**config.mk**
```make
export PLATFORM = sky130hd
export DESIGN_NAME = output_port_arbiter
export DESIGN_NICKNAME = d
export VERILOG_FILES = /design/src/rtl/output_port_arbiter.sv
export SDC_FILE = /design/constraint.sdc
export NUM_CORES = 1
export LEC_CHECK = 0
export ABC_AREA = 1
export CORE_UTILIZATION = 35
export CTS_CLUSTER_DIAMETER = 50
export CTS_CLUSTER_SIZE = 8
export DETAILED_ROUTE_END_ITERATION = 12
export PLACE_DENSITY = 0.59
export SLEW_MARGIN = 20
export SYNTH_ARGS = -nofsm -noshare
export SYNTH_HDL_FRONTEND = slang
export SYNTH_SLANG_ARGS = --single-unit
```
**constraint.sdc**
```tcl
create_clock -name CLK -period 5.7 [get_ports CLK]
set_input_delay 0.57 -clock CLK [delete_from_list [all_inputs] [get_ports CLK]]
set_output_delay 0.57 -clock CLK [all_outputs]
set_load 0.01 [all_outputs]
```
**src/rtl/output_port_arbiter.sv**
```systemverilog
// output_port_arbiter
//   Wormhole arbiter for one router output port. Grants one requesting input
//   at a time and holds the grant until that packet's tail flit has moved.
//   Tracks downstream buffer credits so a flit only moves when the next
//   router has a free slot. Round-robin priority advances when a packet
//   completes.
//
// Ports
//   CLK         in   1          clock, rising edge
//   RST         in   1          asynchronous active-high reset
//   REQ         in   N          input i has a head flit for this output
//   TAIL        in   N          input i's head flit is the last of its packet
//   CREDIT_IN   in   1          downstream freed one buffer slot (pulse)
//   GNT         out  N          one-hot grant to the owner, or zero
//   XFER        out  1          a flit moves this cycle
//   OWNER       out  clog2(N)   current owner index, valid while LOCKED
//   LOCKED      out  1          arbiter is in BUSY
//   CREDIT_CNT  out  CW         downstream credits available
//   ERR         out  1          sticky credit-overflow flag
//
// State | meaning
// IDLE  | no owner; round-robin scan of REQ from ptr picks the next owner
// BUSY  | owner holds the port until its tail flit transfers
module output_port_arbiter #(
  parameter int N       = 6,
  parameter int CREDITS = 4,
  parameter int CW      = $clog2(CREDITS + 1)
) (
  input  logic                 CLK,
  input  logic                 RST,
  input  logic [N-1:0]         REQ,
  input  logic [N-1:0]         TAIL,
  input  logic                 CREDIT_IN,
  output logic [N-1:0]         GNT,
  output logic                 XFER,
  output logic [$clog2(N)-1:0] OWNER,
  output logic                 LOCKED,
  output logic [CW-1:0]        CREDIT_CNT,
  output logic                 ERR
);

  localparam int OW = $clog2(N);

  typedef enum logic {
    IDLE = 1'b0,
    BUSY = 1'b1
  } state_t;

  state_t          state_q, state_d;
  logic [OW-1:0]   ptr_q, ptr_d;
  logic [OW-1:0]   owner_q, owner_d;
  logic [CW-1:0]   credit_cnt_q, credit_cnt_d;
  logic            err_q, err_d;

  logic            found;
  logic [OW-1:0]   winner;
  logic [OW-1:0]   cand;
  int              scan_idx;
  logic            xfer;
  logic [N-1:0]    gnt;

  always_ff @(posedge CLK or posedge RST) begin
    if (RST) begin
      state_q      <= IDLE;
      ptr_q        <= '0;
      owner_q      <= '0;
      credit_cnt_q <= CW'(CREDITS);
      err_q        <= 1'b0;
    end else begin
      state_q      <= state_d;
      ptr_q        <= ptr_d;
      owner_q      <= owner_d;
      credit_cnt_q <= credit_cnt_d;
      err_q        <= err_d;
    end
  end

  // Round-robin scan: first requester at ptr, ptr+1, ... (mod N).
  always_comb begin
    found    = 1'b0;
    winner   = '0;
    cand     = '0;
    scan_idx = 0;
    for (int i = 0; i < N; i++) begin
      scan_idx = (int'(ptr_q) + i) % N;
      cand     = OW'(scan_idx);
      if (!found && REQ[cand]) begin
        found  = 1'b1;
        winner = cand;
      end
    end
  end

  // Credits gate only the transfer, never the arbitration.
  always_comb begin
    xfer = (state_q == BUSY) && REQ[owner_q] && (credit_cnt_q != '0);
    gnt  = '0;
    if (state_q == BUSY) gnt[owner_q] = 1'b1;
  end

  always_comb begin
    state_d = state_q;
    ptr_d   = ptr_q;
    owner_d = owner_q;
    case (state_q)
      IDLE: begin
        if (found) begin
          owner_d = winner;
          state_d = BUSY;
        end
      end
      BUSY: begin
        if (xfer && TAIL[owner_q]) begin
          ptr_d   = (owner_q == OW'(N - 1)) ? '0 : owner_q + OW'(1);
          state_d = IDLE;
        end
      end
      default: state_d = IDLE;
    endcase
  end

  // A credit returned while the counter is already full means the
  // downstream buffer and this counter disagree; saturate and flag it.
  always_comb begin
    credit_cnt_d = credit_cnt_q;
    err_d        = err_q;
    case ({xfer, CREDIT_IN})
      2'b10: credit_cnt_d = credit_cnt_q - CW'(1);
      2'b01: begin
        if (credit_cnt_q == CW'(CREDITS)) err_d = 1'b1;
        else credit_cnt_d = credit_cnt_q + CW'(1);
      end
      default: credit_cnt_d = credit_cnt_q;
    endcase
  end

  assign GNT        = gnt;
  assign XFER       = xfer;
  assign OWNER      = owner_q;
  assign LOCKED     = (state_q == BUSY);
  assign CREDIT_CNT = credit_cnt_q;
  assign ERR        = err_q;

endmodule

```
==> results of run 1 <==
routing by layer:
metal  GRT usage  up-vias
met5           0        -
met4     0.06000        0
met3     0.02309        9
met2      0.3237       46
met1      0.2371      764
li1            -      934
critical path, cell delays in order (launching register included):
cell and delay, ns:
dfrtp_1 0.75, inv_1 0.22, ha_1 0.30, xnor2_2 0.25, ha_1 0.28, nor2_1 0.10, nand3_1 0.07, nand2_1 0.11
nand2_2 0.07, nand2_1 0.09, nand2_2 0.07, nand2_1 0.07, nand3_2 0.09, nand2_4 0.11, nand4_1 0.12, nand2_2 0.15
nand3b_1 0.14, nand2_1 0.05
worst max path at each step:
stage | cells past startpoint | start | slack (ns) | to
floorplan | 20 | ptr_q[2] | 3.18 | OWNER[1]
global placement | 17 | ptr_q[0] | 2.58 | OWNER[0]
detailed placement | 17 | ptr_q[0] | 2.53 | OWNER[0]
CTS | 17 | ptr_q[0] | 2.52 | OWNER[0]
global route | 18 | ptr_q[0] | 2.24 | OWNER[1]
finish | 17 | ptr_q[0] | 2.56 | OWNER[0]
state kept, by name, indices dropped and copies added (netlist names):
name / cells
CREDIT_CNT: 3
OWNER: 3
ptr_q: 3
ERR: 1
LOCKED: 1
Yosys cell counts (3+ instances only):
master / instances / area (um2)
nand2_1: 82 / 307.8
nand2_2: 7 / 43.79
inv_2: 4 / 15.01
nand3_1: 32 / 160.2
a21oi_1: 7 / 35.03
buf_6: 3 / 33.78
nor2_1: 20 / 75.07
inv_1: 42 / 157.7
nand4_1: 3 / 18.77
o211ai_1: 3 / 22.52
nand3_2: 4 / 40.04
nor3_1: 8 / 40.04
dfrtp_1: 10 / 250.2
o21ai_0: 13 / 65.06
ha_1: 10 / 125.1
final cells by class:
class	count	area [um2]	area share
well taps	52	65.06	0.03279
clock inverters	1	5.005	0.002522
repair buffers	29	290.3	0.1463
multi-input cells	210	1127	0.5681
flip-flops and latches	11	276.5	0.1393
inverters	47	178.9	0.09016
clock buffers	3	41.29	0.02081
cell families after synthesis:
kind of cell,count (synthesis)
adder cells (fa/ha/maj),11
buffers and inverters,52
AND/OR/NAND/NOR,163
XOR/XNOR,2
AO/OA/AOI/OAI,34
flip-flops,11
power by group through the flow:
stage | combinational (mW) | clock, mW | sequential (mW)
after global placement | 1.07 | 0 | 0.194
after global routing | 1.24 | 0.0859 | 0.205
after CTS | 1.08 | 0.0817 | 0.194
after floorplan | 0.842 | 0 | 0.164
final | 1.08 | 0.0795 | 0.192
after detailed placement | 1.08 | 0 | 0.194
metrics by stage:
step             util  cell area [um2]  setup WS [ns]
2_1_floorplan       -             1627          3.182
3_3_place_gp   0.4391             1938          2.580
3_5_place_dp   0.4391             1938          2.529
4_1_cts        0.4495             1984          2.521
5_1_grt        0.4495             1984          2.244
6_report       0.4495             1984          2.558
==> summary.txt, run 1 <==
Run status
  • Status: finished clean

Timing
  • Hold Worst Slack: 0.4786 ns
  • Headroom to the max-slew limit: 0.5757
  • Worst-Margin Slew: 0.6364 ns
  • Final Max Slew Viols: 0
  • Worst Skew: 0.001773 ns
  • Period Utilization, post-route: 0.5512
  • Fin Setup TNS: 0 ns
  • RSZ-0062 raised after global routing: false
  • Fmax: 318.3 MHz
  • Clock period minus worst slack: 3.142 ns
  • Final hold viol count: 0
  • Final setup viols: 0

Global route
  • Congestion Overflow GR: 0
  • GRT Total Usage: 0.1860
  • Vias in the first global route: 1772
  • Pin count of the biggest net entering global routing: 22
  • Antenna violations before repair: 0
  • First-pass GRT wire length: 7.521 mm

Synthesis
  • Synth Area in XOR/XNOR: 0.01538
  • Synth Area in Simple Gates: 0.4592
  • Mapped Nets: 299
  • Synth Flop Type: dfrtp_1
  • Synth Area in Compound Gates: 0.1292
  • Main combinational cell family by area after synthesis: simple AND/OR/NAND/NOR gates
  • FF+latch count, synth: 11
  • Adder-cell share of the synthesized area: 0.08923
  • Synthesized cell area: 1627 um2
  • Seq/Total Area, Yosys: 0.1700
  • Synth cell types: 35
  • Avg Inst Size Synth: 5.958 um2
  • Synth warn: 0
  • Mux contribution to synthesized area: 0
  • Cells after Synth: 273
  • Ys async rst share: 1.000
  • Post-synth EDFFs: 0

Power and ir drop
  • Peak supply drop: 0.2344 mV
  • Design Power: 1.353 mW
  • Switch share: 0.5844
  • PD cells: 682.0 nW/um2
  • Cell-internal power: 0.5624 mW
  • Switching power: 0.7909 mW
  • Combinational fraction of design power: 0.799
  • Register share of total power: 0.142
  • Pleak: 1.034 nW
  • Clock power share: 0.059

Die
  • Core Region: 4414 um2
  • Top Ports: 30
  • Die area: 4924 um2
  • Die X: 70.17 um
  • Initial core utilization: 0.3685
  • Rows: 24
  • Die H: 70.17 um

Clock tree
  • Clk buf depth: 2
  • H-tree Lvls: 1
  • # Post-CTS Setup Buffers: 0
  • CTS tree: yes
  • Cts repair resizes: 0
  • Clock insertion delay at the later pin of the skew report: 0.24 ns
  • CTS Hold Buffers Added: 0
  • Clock Tree Root: clkbuf_8
  • TritonCTS Buffers: 3
  • Clock transition at the registers of the reported paths: 0.05 ns
  • CTS sink cnt: 11

Finish
  • Fill count: 491
  • P&R area growth vs syn: 22.00%
  • Non-Filler Instances: 353
  • Commonest cells after routing, fill and taps aside: nand2_1 (82), inv_1 (42), nand3_1 (32)
  • Total Nets Final: 328
  • Diode count: 0
  • Ratio of cells with drive above 1 in the final layout: 0.1030
  • Most common cell after layout, fill and taps aside: nand2_1

Drt
  • Post-route ant nets: 0
  • Drt via density: 4.966
  • Drt total wl: 4.152 mm
  • First-pass DRT Iterations: 4
  • Max layer used: met4
  • Wl on met1: 1.983 mm
  • WL/cell: 11.76 um
  • Via count: 1753
  • DRC Markers: 0
  • Met2 WL: 1.900 mm
  • DR WL met3: 204 um
  • DR iter-0 viols: 72

Worst setup path
  • Reg2reg end: OWNER[0]
  • Crit path DAT: 3.27 ns
  • Worst r2r path cells: 17
  • Startpoint Class: flop
  • Worst-path fanout max: 21
  • Internal reg-to-reg setup slack: 2.56 ns
  • Crit path kind: flop to flop
  • Worst EP required: 5.83 ns
  • RR Startpoint: ptr_q[0]
  • Kind of end point of the critical path: flop

Placement
  • Port bufs: 29
  • Post-DP HPWL: 3.445 mm
  • GP Congestion: 0.9254
  • Dpl cells: 349

Hold path
  • Hold WC Path Type: flop to flop
  • Hold_sp: ERR
  • Worst Hold Depth: 1
  • Min-Delay Endpoint: ERR

Job
  • Max cap viols: 0
(Power assumes the default switching activity.)
==> run 2, diff against run 1 <==
==> constraint.sdc (replaced) <==
create_clock -name CLK -period 3.25 [get_ports CLK]
set_input_delay 0.325 -clock CLK [delete_from_list [all_inputs] [get_ports CLK]]
set_output_delay 0.325 -clock CLK [all_outputs]
set_load 0.01 [all_outputs]
==> run 2 against run 1 <==
  * Critical path type unchanged
  * Core utilization increased by 0.20 points
  * Final cell count increased by 0.28%
  * Final area up 0.44%
  * Die area unchanged
  * Total power increased by 74%
  * Critical path depth rose by 2
  * Largest cell class unchanged
  * Highest routed layer unchanged
  * Combinational power grew 76%
  * Non-clock buffer count grew 1
  * Register-to-register slack got worse by 2.2 ns
  * Sequential share of layout area hardly changed
  * Wire length decreased by 3.1%
  * Worst setup slack worse by 2.2 ns
==> summary.txt, run 2 (same netlist as run 1, synthesis figures left out) <==
Worst setup path
  • Reg2reg end: OWNER[1]
  • Crit path kind: flop to flop
  • Internal reg-to-reg setup slack: 0.39 ns
  • RR Startpoint: ptr_q[2]
  • CP bufs+invs: 3
  • Top delay family on crit path: simple AND/OR/NAND/NOR gates
  • Worst-path fanout max: 10
  • Worst r2r path cells: 19
  • Most Frequent Cell on Critical Path: nand2_1
  • Crit-path max cell delay: 0.52 ns
  • Worst EP required: 3.38 ns
  • Kind of end point of the critical path: flop
  • Max stage delay cell, worst path: dfrtp_2
  • Crit-path cells: inv_4 -> ha_1 -> a21oi_2 -> inv_2 -> ha_1 -> inv_1 -> nand2_1 -> o21ai_2 -> nand2_1 -> nand2_1 -> nand2_1 -> nand2_1 -> nand3_1 -> nand2_1 -> nand4_2 -> nor2_1 -> nor2_1 -> nand2_1 -> nand2_1
  • Crit path DAT: 3.00 ns
  • Startpoint Class: flop

Finish
  • Ratio of cells with drive above 1 in the final layout: 0.1093
  • Most common cell after layout, fill and taps aside: nand2_1
  • Diode count: 0
  • Total Nets Final: 329
  • Fill count: 476
  • Commonest cells after routing, fill and taps aside: nand2_1 (82), inv_1 (42), nand3_1 (32)
  • P&R area growth vs syn: 22.54%
  • Non-Filler Instances: 354

Timing
  • Fin Setup TNS: 0 ns
  • Hold Worst Slack: 0.3844 ns
  • Worst setup margin: 0.3860 ns
  • Worst Skew: 0.002142 ns
  • Worst-Margin Slew: 0.4480 ns
  • Final hold viol count: 0
  • Fmax: 349.2 MHz
  • Final Max Slew Viols: 0
  • Headroom to the max-slew limit: 0.7010
  • Period Utilization, post-route: 0.8812
  • RSZ-0062 raised after global routing: false
  • Final setup viols: 0
  • Clock period minus worst slack: 2.864 ns

Clock tree
  • TritonCTS Buffers: 3
  • Clock insertion delay at the later pin of the skew report: 0.24 ns
  • Clock transition at the registers of the reported paths: 0.05 ns
  • CTS sink cnt: 11
  • Cts repair resizes: 0
  • # Post-CTS Setup Buffers: 0
  • CTS tree: yes
  • H-tree Lvls: 1
  • CTS Hold Buffers Added: 0
  • Clk buf depth: 2
  • Clock Tree Root: clkbuf_8

Hold path
  • Hold WC Path Type: primary input to async pin

Drt
  • DRC Markers: 0
  • Drt total wl: 4.024 mm
  • Drt via density: 4.859
  • Post-route ant nets: 0
  • Via count: 1720
  • First-pass DRT Iterations: 4
  • WL/cell: 11.37 um
  • DR iter-0 viols: 129

Global route
  • Vias in the first global route: 1698
  • Antenna violations before repair: 0
  • Congestion Overflow GR: 0
  • First-pass GRT wire length: 7.107 mm
  • Pin count of the biggest net entering global routing: 15
  • GRT Total Usage: 0.1764

Placement
  • Dpl cells: 350
  • GP Congestion: 0.8594
  • Port bufs: 29
  • Place WS: 0.2883 ns
  • Post-DP HPWL: 3.291 mm

Power and ir drop
  • PD cells: 1183 nW/um2
  • Pleak: 1.038 nW
  • Peak supply drop: 0.4553 mV

Die
  • Top Ports: 30
  • Initial core utilization: 0.3685
  • Rows: 24
  • Core Region: 4414 um2
  • Die area: 4924 um2
  • Die X: 70.17 um
  • Die H: 70.17 um

Run status
  • Status: finished clean

Job
  • Max cap viols: 0
run 2: changes by cell type in the layout (fill, tap and decap cells not counted):
cell | before | now
buf_4 | 0 | 1
dfrtp_1 | 10 | 9
dfrtp_2 | 0 | 1
run 2: metal layers:
layer  share of wire  global-route usage
met4           0.011             0.06444
met1            0.49              0.2242
met5               0                   0
met2            0.46              0.3120
met3           0.035             0.01154
run 2: area by class of cell:
class,count,area [um2],share of cell area
clock buffers,3,41.29,0.02072
clock inverters,1,5.005,0.002511
inverters,47,178.9,0.08977
multi-input cells,210,1127,0.5656
flip-flops and latches,11,277.8,0.1394
well taps,52,65.06,0.03264
repair buffers,30,297.8,0.1494
run 2: per-stage QoR:
step                      instance area [um2]  utilization  total power [mW]
after global placement                   1946       0.4408             2.213
after detailed placement                 1946       0.4408             2.208
after floorplan                          1627            -             1.765
after global routing                     1993       0.4515             2.673
after CTS                                1992       0.4512             2.365
final                                    1993       0.4515             2.358
run 2: how the worst max path moves through the flow:
stage,startpoint,endpoint,cells after the start
after global placement,ptr_q[2],OWNER[1],19
after detailed placement,ptr_q[2],OWNER[1],19
after global routing,ptr_q[1],OWNER[2],19
after CTS,ptr_q[2],OWNER[1],19
after floorplan,ptr_q[2],OWNER[1],20
final,ptr_q[2],OWNER[1],19
run 2: power breakdown:
group          switching [mW]  leakage [nW]  internal [mW]
clock                  0.0569        0.0255         0.0846
sequential              0.112         0.130          0.204
combinational            1.19         0.882          0.706
==> run 3, diff against run 2 <==
--- a/config.mk
+++ b/config.mk
@@ -6,11 +6,11 @@
 export NUM_CORES = 1
 export LEC_CHECK = 0
 export ABC_AREA = 1
-export CORE_UTILIZATION = 35
+export CORE_UTILIZATION = 53
 export CTS_CLUSTER_DIAMETER = 50
 export CTS_CLUSTER_SIZE = 8
 export DETAILED_ROUTE_END_ITERATION = 12
-export PLACE_DENSITY = 0.59
+export PLACE_DENSITY = 0.83
 export SLEW_MARGIN = 20
 export SYNTH_ARGS = -nofsm -noshare
 export SYNTH_HDL_FRONTEND = slang
==> run 3 against run 2 <==
  * Critical path depth unchanged
  * Worst setup slack improved by 0.0037 ns
  * Critical endpoint is now OWNER[2]
  * Sequential power about the same
  * Final cell count down 5.9%
  * Register-to-register slack is essentially flat
  * Largest cell class unchanged
  * Total power down 1.9%
  * Sequential cell count stayed put
  * Via count is 1.6% higher
  * Largest power group unchanged
  * Combinational power about the same
==> summary.txt, run 3 (same netlist as run 1, synthesis figures left out) <==
Die
  • Die X: 57.40 um
  • Initial core utilization: 0.5750
  • Die H: 57.40 um
  • Core Region: 2829 um2
  • Die area: 3295 um2
  • Rows: 19
  • Top Ports: 30

Clock tree
  • Clock transition at the registers of the reported paths: 0.08 ns
  • CTS Hold Buffers Added: 0
  • CTS tree: yes
  • Clock Tree Root: clkbuf_4
  • CTS sink cnt: 11
  • H-tree Lvls: 1
  • Clk buf depth: 2
  • TritonCTS Buffers: 3
  • Clock insertion delay at the later pin of the skew report: 0.29 ns

Global route
  • Antenna violations before repair: 0
  • Congestion Overflow GR: 0
  • GRT Total Usage: 0.2613
  • Vias in the first global route: 1573
  • First-pass GRT wire length: 6.741 mm
  • Pin count of the biggest net entering global routing: 15

Timing
  • Headroom to the max-slew limit: 0.7060
  • Final Max Slew Viols: 0
  • Final hold viol count: 0
  • Worst setup margin: 0.3897 ns
  • Worst Skew: 0.002950 ns
  • Final setup viols: 0
  • Clock period minus worst slack: 2.860 ns
  • Fin Setup TNS: 0 ns
  • Fmax: 349.6 MHz
  • Worst-Margin Slew: 0.4406 ns
  • RSZ-0062 raised after global routing: false
  • Period Utilization, post-route: 0.8801

Placement
  • Post-DP HPWL: 3.115 mm
  • Place WS: 0.3092 ns
  • GP Congestion: 0.8906
  • Port bufs: 29

Run status
  • Status: finished clean

Finish
  • Ratio of cells with drive above 1 in the final layout: 0.1093
  • Diode count: 0
  • P&R area growth vs syn: 19.77%
  • Most common cell after layout, fill and taps aside: nand2_1
  • Total Nets Final: 329
  • Fill count: 262
  • Commonest cells after routing, fill and taps aside: nand2_1 (82), inv_1 (42), nand3_1 (32)

Worst setup path
  • Most Frequent Cell on Critical Path: nand2_1
  • Crit-path max cell delay: 0.52 ns
  • Crit-path cells: inv_4 -> ha_1 -> a21oi_2 -> inv_2 -> ha_1 -> inv_1 -> nand2_1 -> o21ai_2 -> nand2_1 -> nand2_1 -> nand2_1 -> nand2_1 -> nand3_1 -> nand2_1 -> nand4_2 -> nor2_1 -> nor2_1 -> nand2_1 -> nand2_1
  • Top delay family on crit path: simple AND/OR/NAND/NOR gates
  • Crit path DAT: 3.04 ns
  • Max stage delay cell, worst path: dfrtp_2
  • Worst-path fanout max: 10
  • CP bufs+invs: 3
  • Kind of end point of the critical path: flop
  • Worst EP required: 3.43 ns
  • Crit path kind: flop to flop
  • Startpoint Class: flop

Power and ir drop
  • Pleak: 1.030 nW
  • Cell-internal power: 0.9568 mW
  • Switch share: 0.5864
  • Combinational fraction of design power: 0.820
  • Switching power: 1.356 mW
  • Clock power share: 0.044
  • Register share of total power: 0.136
  • PD cells: 1187 nW/um2
  • Peak supply drop: 0.6037 mV

Drt
  • DRC Markers: 0
  • WL/cell: 11.55 um
  • Drt via density: 5.249
  • First-pass DRT Iterations: 4
  • Drt total wl: 3.846 mm
  • DR iter-0 viols: 132
  • Post-route ant nets: 0
  • Via count: 1748

Job
  • Max cap viols: 0

Hold path
  • Hold WC Path Type: primary input to async pin
run 3: cell type report:
type                       count  area [um2]  area share
tap                           31       38.79     0.01991
sequential                    11       277.8      0.1426
timing repair buffer          30       297.8      0.1529
clock inverter                 1       5.005    0.002569
clock buffer                   3       22.52     0.01156
inverter                      47       178.9     0.09184
multi-input combinational    210        1127      0.5787
run 3: worst paths after layout:
| check | startpoint | endpoint | slack [ns] | cells past startpoint |
|---|---|---|---|---|
| min reg2reg | ERR | ERR | 0.49 | 1 |
| min | RST | LOCKED | 0.33 | 2 |
| max in group asynchronous | RST | CREDIT_CNT[2] | 2.59 | 2 |
| max reg2reg | ptr_q[2] | OWNER[2] | 0.39 | 19 |
| max | ptr_q[2] | OWNER[2] | 0.39 | 19 |
| min in group CLK | ERR | ERR | 0.49 | 1 |
run 3: per-layer routing:
layer  vias up  GRT usage  wire [um]
li1        934          -          -
met1       753     0.3460       1823
met2        56     0.4219       1756
met3         5    0.04082        217
met4         0     0.1115         49
met5         -          0          0
run 3: repair_timing:
item / in CTS / in global routing
hold endpoints to repair: 0 / 0
resized for setup: 0 / 1
setup buffers: 0 / 0
setup endpoints to repair: 0 / 2
run 3: power by group through the flow:
stage                     sequential, mW  clock [mW]  combinational [mW]
final                              0.314       0.101                1.90
after global routing               0.330       0.106                2.15
after CTS                          0.315       0.103                1.89
after detailed placement           0.314           0                1.88
after global placement             0.314           0                1.85
after floorplan                    0.288           0                1.48
run 3: through the flow:
stage | utilization | hold WS [ns] | cells | power [mW] | instance area, um2
4_1_cts | 0.6882 | 0.3406 | 333 | 2.306 | 1947
6_report | 0.6886 | 0.3281 | 333 | 2.313 | 1948
2_1_floorplan | - | 0.1767 | 273 | 1.765 | 1627
3_3_place_gp | 0.6785 | 0.4640 | 329 | 2.163 | 1919
3_5_place_dp | 0.6785 | 0.4731 | 329 | 2.190 | 1919
5_1_grt | 0.6886 | 0.3682 | 333 | 2.590 | 1948
